### src/rtl/uart_cmd_parser.sv
// ---------------------------------------------------------------------------
// uart_cmd_parser
//
// Turns the host byte stream into register writes and reads for the camera
// and filter control registers. Each completed packet yields exactly one
// response byte pushed into the UART TX FIFO.
//
//   Write packet : 'W' (0x57), addr, data   -> response 'K' or 'E'
//   Read packet  : 'R' (0x52), addr         -> response read data or 'E'
//   Unknown command byte                    -> response 'E'
//
// Optional build macro UART_CMD_CHECKSUM_EN: when defined, every packet
// carries one trailing byte equal to the XOR of all preceding packet bytes.
// A mismatch answers 'C' (0x43) and performs neither the write nor the read.
//
// Ports
//   clk            system clock
//   reset          synchronous active-high reset
//   i_rx_valid     one-cycle strobe, i_rx_data holds a received byte
//   i_rx_data      received byte
//   i_tx_full      TX FIFO full; no push is issued while high
//   o_tx_push      one-cycle push of o_tx_data into the TX FIFO
//   o_tx_data      response byte
//   o_reg_wr_en    one-cycle register write strobe
//   o_reg_addr     register address, stable from capture until next packet
//   o_reg_wr_data  register write data
//   i_reg_rd_data  combinational read data for o_reg_addr
//   o_busy         high whenever the parser is not idle
// ---------------------------------------------------------------------------
module uart_cmd_parser #(
   parameter int NUM_REGS       = 16,
   parameter int TIMEOUT_CYCLES = 1_000_000
) (
   input  logic       clk,
   input  logic       reset,
   input  logic       i_rx_valid,
   input  logic [7:0] i_rx_data,
   input  logic       i_tx_full,
   output logic       o_tx_push,
   output logic [7:0] o_tx_data,
   output logic       o_reg_wr_en,
   output logic [7:0] o_reg_addr,
   output logic [7:0] o_reg_wr_data,
   input  logic [7:0] i_reg_rd_data,
   output logic       o_busy
);

   localparam int CNT_W = (TIMEOUT_CYCLES > 1) ? $clog2(TIMEOUT_CYCLES) : 1;
   localparam logic [CNT_W-1:0] CNT_LAST = CNT_W'(TIMEOUT_CYCLES - 1);

   localparam logic [7:0] CMD_WRITE = 8'h57;  // 'W'
   localparam logic [7:0] CMD_READ  = 8'h52;  // 'R'
   localparam logic [7:0] RESP_OK   = 8'h4B;  // 'K'
   localparam logic [7:0] RESP_ERR  = 8'h45;  // 'E'
`ifdef UART_CMD_CHECKSUM_EN
   localparam logic [7:0] RESP_CSUM = 8'h43;  // 'C'
`endif

   typedef enum logic [2:0] {
      IDLE,
      GET_ADDR,
      GET_DATA,
`ifdef UART_CMD_CHECKSUM_EN
      GET_CSUM,
`endif
      EXEC,
      RESP
   } state_t;

   state_t           state_reg;
   logic             is_write_reg;
   logic [CNT_W-1:0] cnt_reg;
   logic [7:0]       resp_reg;
   logic             wr_en_reg;
   logic [7:0]       addr_reg;
   logic [7:0]       wr_data_reg;
`ifdef UART_CMD_CHECKSUM_EN
   logic [7:0]       csum_reg;
   logic             csum_ok_reg;
`endif

   logic waiting;
   logic timeout_hit;

   function automatic logic addr_in_range(input logic [7:0] a);
      return (32'(a) < 32'(NUM_REGS));
   endfunction

   // States that wait for the next byte of a packet and are subject to the
   // inter-byte timeout.
   always_comb begin
      waiting = (state_reg == GET_ADDR) || (state_reg == GET_DATA);
`ifdef UART_CMD_CHECKSUM_EN
      if (state_reg == GET_CSUM) begin
         waiting = 1'b1;
      end
`endif
   end

   // An arriving byte always beats an expiring timeout in the same cycle.
   assign timeout_hit = waiting && !i_rx_valid && (cnt_reg == CNT_LAST);

   always_ff @(posedge clk) begin
      if (reset) begin
         state_reg    <= IDLE;
         is_write_reg <= 1'b0;
         cnt_reg      <= '0;
         resp_reg     <= 8'h00;
         wr_en_reg    <= 1'b0;
         addr_reg     <= 8'h00;
         wr_data_reg  <= 8'h00;
`ifdef UART_CMD_CHECKSUM_EN
         csum_reg     <= 8'h00;
         csum_ok_reg  <= 1'b0;
`endif
      end else begin
         wr_en_reg <= 1'b0;

         // Inter-byte counter: runs only while waiting with no byte, and
         // clears on a byte, on expiry, and in every other state.
         if (waiting && !i_rx_valid && !timeout_hit) begin
            cnt_reg <= cnt_reg + CNT_W'(1);
         end else begin
            cnt_reg <= '0;
         end

         case (state_reg)
            IDLE: begin
               if (i_rx_valid) begin
`ifdef UART_CMD_CHECKSUM_EN
                  csum_reg <= i_rx_data;
`endif
                  if (i_rx_data == CMD_WRITE) begin
                     is_write_reg <= 1'b1;
                     state_reg    <= GET_ADDR;
                  end else if (i_rx_data == CMD_READ) begin
                     is_write_reg <= 1'b0;
                     state_reg    <= GET_ADDR;
                  end else begin
                     resp_reg  <= RESP_ERR;
                     state_reg <= RESP;
                  end
               end
            end

            GET_ADDR: begin
               if (i_rx_valid) begin
                  addr_reg <= i_rx_data;
`ifdef UART_CMD_CHECKSUM_EN
                  csum_reg <= csum_reg ^ i_rx_data;
`endif
                  if (is_write_reg) begin
                     state_reg <= GET_DATA;
                  end else begin
`ifdef UART_CMD_CHECKSUM_EN
                     state_reg <= GET_CSUM;
`else
                     state_reg <= EXEC;
`endif
                  end
               end else if (timeout_hit) begin
                  state_reg <= IDLE;
               end
            end

            GET_DATA: begin
               if (i_rx_valid) begin
                  wr_data_reg <= i_rx_data;
`ifdef UART_CMD_CHECKSUM_EN
                  csum_reg  <= csum_reg ^ i_rx_data;
                  state_reg <= GET_CSUM;
`else
                  // The strobe is registered so that it is high exactly
                  // during the EXEC cycle.
                  wr_en_reg <= addr_in_range(addr_reg);
                  state_reg <= EXEC;
`endif
               end else if (timeout_hit) begin
                  state_reg <= IDLE;
               end
            end

`ifdef UART_CMD_CHECKSUM_EN
            GET_CSUM: begin
               if (i_rx_valid) begin
                  csum_ok_reg <= (i_rx_data == csum_reg);
                  wr_en_reg   <= is_write_reg && addr_in_range(addr_reg) &&
                                 (i_rx_data == csum_reg);
                  state_reg   <= EXEC;
               end else if (timeout_hit) begin
                  state_reg <= IDLE;
               end
            end
`endif

            EXEC: begin
               // The address is stable here, so the combinational read data
               // belongs to this packet.
`ifdef UART_CMD_CHECKSUM_EN
               if (!csum_ok_reg) begin
                  resp_reg <= RESP_CSUM;
               end else
`endif
               if (!addr_in_range(addr_reg)) begin
                  resp_reg <= RESP_ERR;
               end else if (is_write_reg) begin
                  resp_reg <= RESP_OK;
               end else begin
                  resp_reg <= i_reg_rd_data;
               end
               state_reg <= RESP;
            end

            RESP: begin
               if (!i_tx_full) begin
                  state_reg <= IDLE;
               end
            end

            default: begin
               state_reg <= IDLE;
            end
         endcase
      end
   end

   // Push is gated by i_tx_full in the same cycle so a full FIFO is never
   // pushed, while still allowing a push in the first RESP cycle.
   assign o_tx_push     = (state_reg == RESP) && !i_tx_full;
   assign o_tx_data     = resp_reg;
   assign o_reg_wr_en   = wr_en_reg;
   assign o_reg_addr    = addr_reg;
   assign o_reg_wr_data = wr_data_reg;
   assign o_busy        = (state_reg != IDLE);

endmodule

### config.mk
export PLATFORM = sky130hd
export DESIGN_NAME = uart_cmd_parser
export DESIGN_NICKNAME = d
export VERILOG_FILES = /design/src/rtl/uart_cmd_parser.sv
export SDC_FILE = /design/constraint.sdc
export NUM_CORES = 1
export LEC_CHECK = 0
export ABC_AREA = 1
export CAP_MARGIN = 20
export CELL_PAD_IN_SITES_DETAIL_PLACEMENT = 0
export CELL_PAD_IN_SITES_GLOBAL_PLACEMENT = 1
export CORE_ASPECT_RATIO = 1.75
export CORE_UTILIZATION = 36
export CTS_CLUSTER_SIZE = 25
export DETAILED_ROUTE_END_ITERATION = 6
export PLACE_DENSITY = 0.87
export REMOVE_ABC_BUFFERS = 1
export SLEW_MARGIN = 20
export SYNTH_ARGS = -nofsm -noshare
export SYNTH_HDL_FRONTEND = slang
export SYNTH_SLANG_ARGS = --single-unit
### constraint.sdc
create_clock -name clk -period 1.87 [get_ports clk]
set_input_delay 0.374 -clock clk [delete_from_list [all_inputs] [get_ports clk]]
set_output_delay 0.374 -clock clk [all_outputs]
set_load 0.05 [all_outputs]
# Word level (Yosys, flattened, before mapping)
# Index checks and enable logic that the tools add are counted.
# Widths: inputs -> output; s select.
# classes
n_bitwise	3
n_eq_ne	11
reduce_logical	19
n_addsub	1
muxes	17
n_lt_le_gt_ge	1
# ops
operator	n
$mux 8	5
$mux 3	7
$add 20x1->20 const B	1
$eq 20x20->1 const B	1
$eq 8x7->1 const B	2
$pmux 8 s2	1
$pmux 3 s5	1
$lt 8x5->1 const B	1
$ne 2x2->1 const B	4
$eq 3x2->1 const B	2
$reduce_and 2->1	3
$logic_and 1x1->1	4
$reduce_and 4->1	1
$reduce_bool 2->1	2
$eq 3x1->1 const B	1
$eq 3x3->1 const B	1
$logic_not 1->1	3
$logic_not 3->1	1
$mux 1	3
$not 1->1	3
$reduce_and 3->1	1
$reduce_bool 3->1	1
$reduce_or 3->1	1
$reduce_or 2->1	1
$logic_or 1x1->1	1
# totals
input_bits	20
word_cells	59
ff_bits	49

# Longest topological paths before layout
# logic_depth
word_depth	8
mapped_depth	11
mapped_depth_nobuf	11

# Worst setup path before layout
# No wires, ideal clock.
# synth_path
path_type	flip-flop to flip-flop
start	reg state_reg[2]
end	reg resp_reg[1] (netlist: o_tx_data[1])
n_path_buf	1
setup_slack_ns	0.307
path_stages_with_launch	10
arrival_time_ns	1.447
period_less_slack_ns	1.563
cell_sequence	dfxtp_1 nor2_2 nand2_1 inv_2 nand3_1 nand2_1 inv_2 buf_6 a21oi_1 nor2_1
# synth_between
elab_chain_cells	3
word_cells_on_any_way	8
cone_classes	eq/ne (4); mux (1); reduce/logical (3)
# synth_rtl
item	line_no	text
from (decl)	70	state_t state_reg;
from (signal assigned)	105	state_reg <= IDLE;
from (signal assigned)	135	state_reg <= GET_ADDR;
from (signal assigned)	138	state_reg <= GET_ADDR;
$eq 3x2->1 / $logic_not 3->1 (equally long branches)	127	case (state_reg)
$reduce_bool 2->1 (no line) / $ne 2x2->1 (equally long branches)	n/a	
$reduce_and 4->1 (no line)	n/a	
to (signal assigned)	209	resp_reg <= i_reg_rd_data;
to (decl)	73	logic [7:0] resp_reg;
# Several ways; a longest one is shown, not always the timed one.
# A chain may end at the register's enable or synchronous reset.

# Worst setup path in the final report
# layout_path
start	reg wr_data_reg[4] (netlist: o_reg_wr_data[4])
end	out o_reg_wr_data[4]
# layout_lines
item	line_no	text
from (decl)	76	logic [7:0] wr_data_reg;
from (signal assigned)	168	wr_data_reg <= i_rx_data;
to (decl)	43	output logic [7:0] o_reg_wr_data,
# No word-level cell between the ends.

==> results.txt <==
----------------------------------------------------
[Outcome]
  Result of the run ... finished, final reports clean

[Routing]
  Violation count after the first detailed-routing iteration ... 98
  Post-route antenna net violation count ... 0
  Number of iterations in the first detailed-routing pass ... 4
  Remaining design rule violation count ... 0
  Wire length per cell ... 13.0 um
  Total Routed Length ... 6170 um
  Vias after detailed routing ... 2315
  Post-detailed-route via-to-cell ratio ... 4.86

[Floorplan]
  I/O pins ... 47
  Core Area ... 6280 um^2
  Starting utilization of the core area ... 0.379
  Area of the die ... 6960 um^2
  Number of rows created at floorplan ... 38
  X dimension of the die ... 63.5 um
  Die height ... 110 um

[Timing]
  Clock period minus worst slack ... 1.82 ns
  Remaining max-slew budget at the tightest pin ... 0.649
  Hold Slack ... 0.447 ns
  Period utilization ... 0.975
  Setup violation total in the final timing report ... 0
  Final Hold Vio Count ... 0
  Count of pins over their slew limit ... 0
  Accumulated negative setup slack ... 0 ns
  Top achievable clock speed ... 548 MHz
  Unrepaired setup endpoints after global routing ... no
  Worst Tran Pin Value ... 0.526 ns
  Clock skew after layout ... 0.00953 ns

[Critical path]
  Critical path arrival ... 1.45 ns
  Worst Path Max Fanout ... 2
  Cell with the biggest individual delay on the critical path ... sky130_fd_sc_hd__clkdlybuf4s50_1
  Top Family by Delay on Critical Path ... buffers and inverters
  Req. time, crit path ... 1.50 ns
  Type of the setup path with the least slack ... reg2out
  Crit path buffers/inverters ... 1
  Worst Setup Start Kind ... flip-flop
  Cells traversed along the worst timing path ... clkdlybuf4s50_1
  Longest individual stage delay on the worst path ... 0.80 ns
  Kind of end point of the critical path ... output pin

[Finish]
  Flip-flop count of the largest register, all copies and words added ... 20
  Diodes inserted ... 0
  Fillcell total ... 679
  Net count reported at finish ... 416
  Fraction of final layout cells with drive strength greater than 1 ... 0.157
  Synthesis-to-layout area growth ... 28.3%
  Final Non-Filler Cells ... 476
  Utilization after layout ... 0.487

[Flow run]
  Count of max-cap constraint violations ... 0

[Global route]
  Initial antenna violation count ... 0
  Largest net degree at the start of global routing ... 18
  Overall routing resource usage ... 0.193
  Wire length of the first global-routing pass ... 9960 um
  Via count of the first global-routing pass ... 2242
  GRT overflow ... 0

[Placement]
  HPWL reported at the end of detailed placement ... 4890 um
  Placed cell count ... 468
  Final Wtd Congestion ... 0.872
  Count of buffers from port buffering ... 46

[Clock network]
  Num Clock Sinks ... 49
  Number of buffers between clock root and the deepest sink ... 2
  CTS tree ... built
  H-tree lvl count ... 2
  Clock transition at path regs ... 0.09 ns
  Library cell used as clock root buffer ... sky130_fd_sc_hd__clkbuf_8
  Post-CTS setup-driven buffer insertion count ... 0
  Number of buffers added by the clock tree synthesis step ... 5
  Skew-Pair Late Insertion Delay ... 0.31 ns

[Power]
  Leak ... 1.27 nW
  Power density over the cells ... 644 nW/um^2
  Worst IR drop on VDD ... 0.582 mV

[Synthesis]
  Number of flops mapped to enable cells by yosys ... 0
  Leading cell types by count after synthesis ... 69 x sky130_fd_sc_hd__nand2_1, 49 x sky130_fd_sc_hd__dfxtp_1, 43 x sky130_fd_sc_hd__nor2_1, 40 x sky130_fd_sc_hd__inv_1, 27 x sky130_fd_sc_hd__a21oi_1
  Sequential element share of the synthesized area ... 0.412
  Share of the synthesized area in the top cell type ... 0.412
  Post-synthesis average cell area ... 7.00 um^2
  Synth area leader ... sky130_fd_sc_hd__dfxtp_1
  Number of standard cells after synthesis ... 340
  Total standard cell area after synthesis ... 2380 um^2
  Most frequent cell after synthesis ... sky130_fd_sc_hd__nand2_1
  Cell variety after synth ... 31
  Proportion of synthesized flip-flops having asynchronous set or reset ... 0
  Number of synthesized register bits ... 49
  Synth area leaders ... sky130_fd_sc_hd__dfxtp_1 41%, sky130_fd_sc_hd__nand2_1 11%, sky130_fd_sc_hd__nor2_1 6.8%
  Yosys warnings ... 0
  Most instantiated flip-flop cell in the synthesis netlist ... sky130_fd_sc_hd__dfxtp_1

[Min path]
  Worst hold path type ... reg2reg

----------------------------------------------------
[final cells by class]
type	instances	area, um^2	share of cell area
well taps	80	100	0.0328
flip-flops and latches	49	981	0.321
repair buffers	55	541	0.177
multi-input cells	238	1180	0.386
clock inverters	2	10.0	0.00328
clock buffers	6	72.6	0.0238
inverters	46	173	0.0565
[layout by cell type, fill, tap and decap left out, drive strengths merged]
| cell type | synthesis | final |
|---|---|---|
| nand4 | 11 | 11 |
| inv | 45 | 45 |
| nor2 | 51 | 51 |
| nand3 | 24 | 24 |
| buf | 6 | 25 |
| clkdlybuf4s50 | 0 | 24 |
| a21oi | 34 | 34 |
| a31oi | 1 | 1 |
| or2 | 3 | 3 |
| dlymetal6s2s | 0 | 6 |
| nand3b | 2 | 2 |
| ha | 1 | 1 |
| xor2 | 2 | 2 |
| o21ai | 25 | 25 |
| xnor2 | 2 | 2 |
| dfxtp | 49 | 49 |
| clkinv | 1 | 3 |
| clkbuf | 1 | 6 |
| nor3 | 9 | 9 |
| nand2 | 73 | 73 |
[final timing paths]
kind	start	endpoint	slack, ns	cells past startpoint
setup / recovery	o_reg_wr_data[4]	o_reg_wr_data[4]	0.05	1
hold / removal	o_reg_addr[1]	o_reg_addr[1]	0.45	2
setup reg to reg	cnt_reg[1]	cnt_reg[9]	0.25	9
hold reg to reg	o_reg_addr[1]	o_reg_addr[1]	0.45	2
[power breakdown]
group | leakage [nW] | internal, mW | switching, mW | total [mW]
sequential | 0.397 | 1.06 | 0.0170 | 1.08
combinational | 0.826 | 0.109 | 0.164 | 0.273
clock | 0.0450 | 0.260 | 0.353 | 0.613
total | 1.27 | 1.43 | 0.534 | 1.97
[per-stage QoR]
stage / setup slack (ns) / total power, mW / area (um^2)
6_report: 0.0463 / 1.97 / 3060
5_1_grt: 0.00316 / 2.06 / 3060
4_1_cts: 0.0101 / 2.00 / 3040
3_5_place_dp: 0.0632 / 1.38 / 2960
3_3_place_gp: 0.0817 / 1.38 / 2960
2_1_floorplan: 0.310 / 1.25 / 2330
[per-layer routing]
layer | wire (um) | vias up | global-route usage | share of wire
li1 | - | 1203 | - | -
met1 | 2090 | 1047 | 0.157 | 0.34
met2 | 3630 | 50 | 0.394 | 0.59
met3 | 192 | 15 | 0.0446 | 0.031
met4 | 260 | 0 | 0.128 | 0.042
met5 | 0 | - | 0 | 0
[logic make-up after synthesis]
| logic type | Yosys count | share of synthesized area |
|---|---|---|
| AND/OR/NAND/NOR | 173 | 0.337 |
| AO/OA/AOI/OAI | 60 | 0.138 |
| buffers and inverters | 53 | 0.0930 |
| flip-flops | 49 | 0.412 |
| XOR/XNOR | 4 | 0.0147 |
| adder cells (fa/ha/maj) | 1 | 0.00525 |
[what timing repair did]
action	in CTS	in global routing
hold buffers	0	0
endpoints found under the hold margin	0	0
setup endpoints to repair	0	6
gates resized for setup	0	6
No activity file was read; power rests on OpenSTA's default activity.
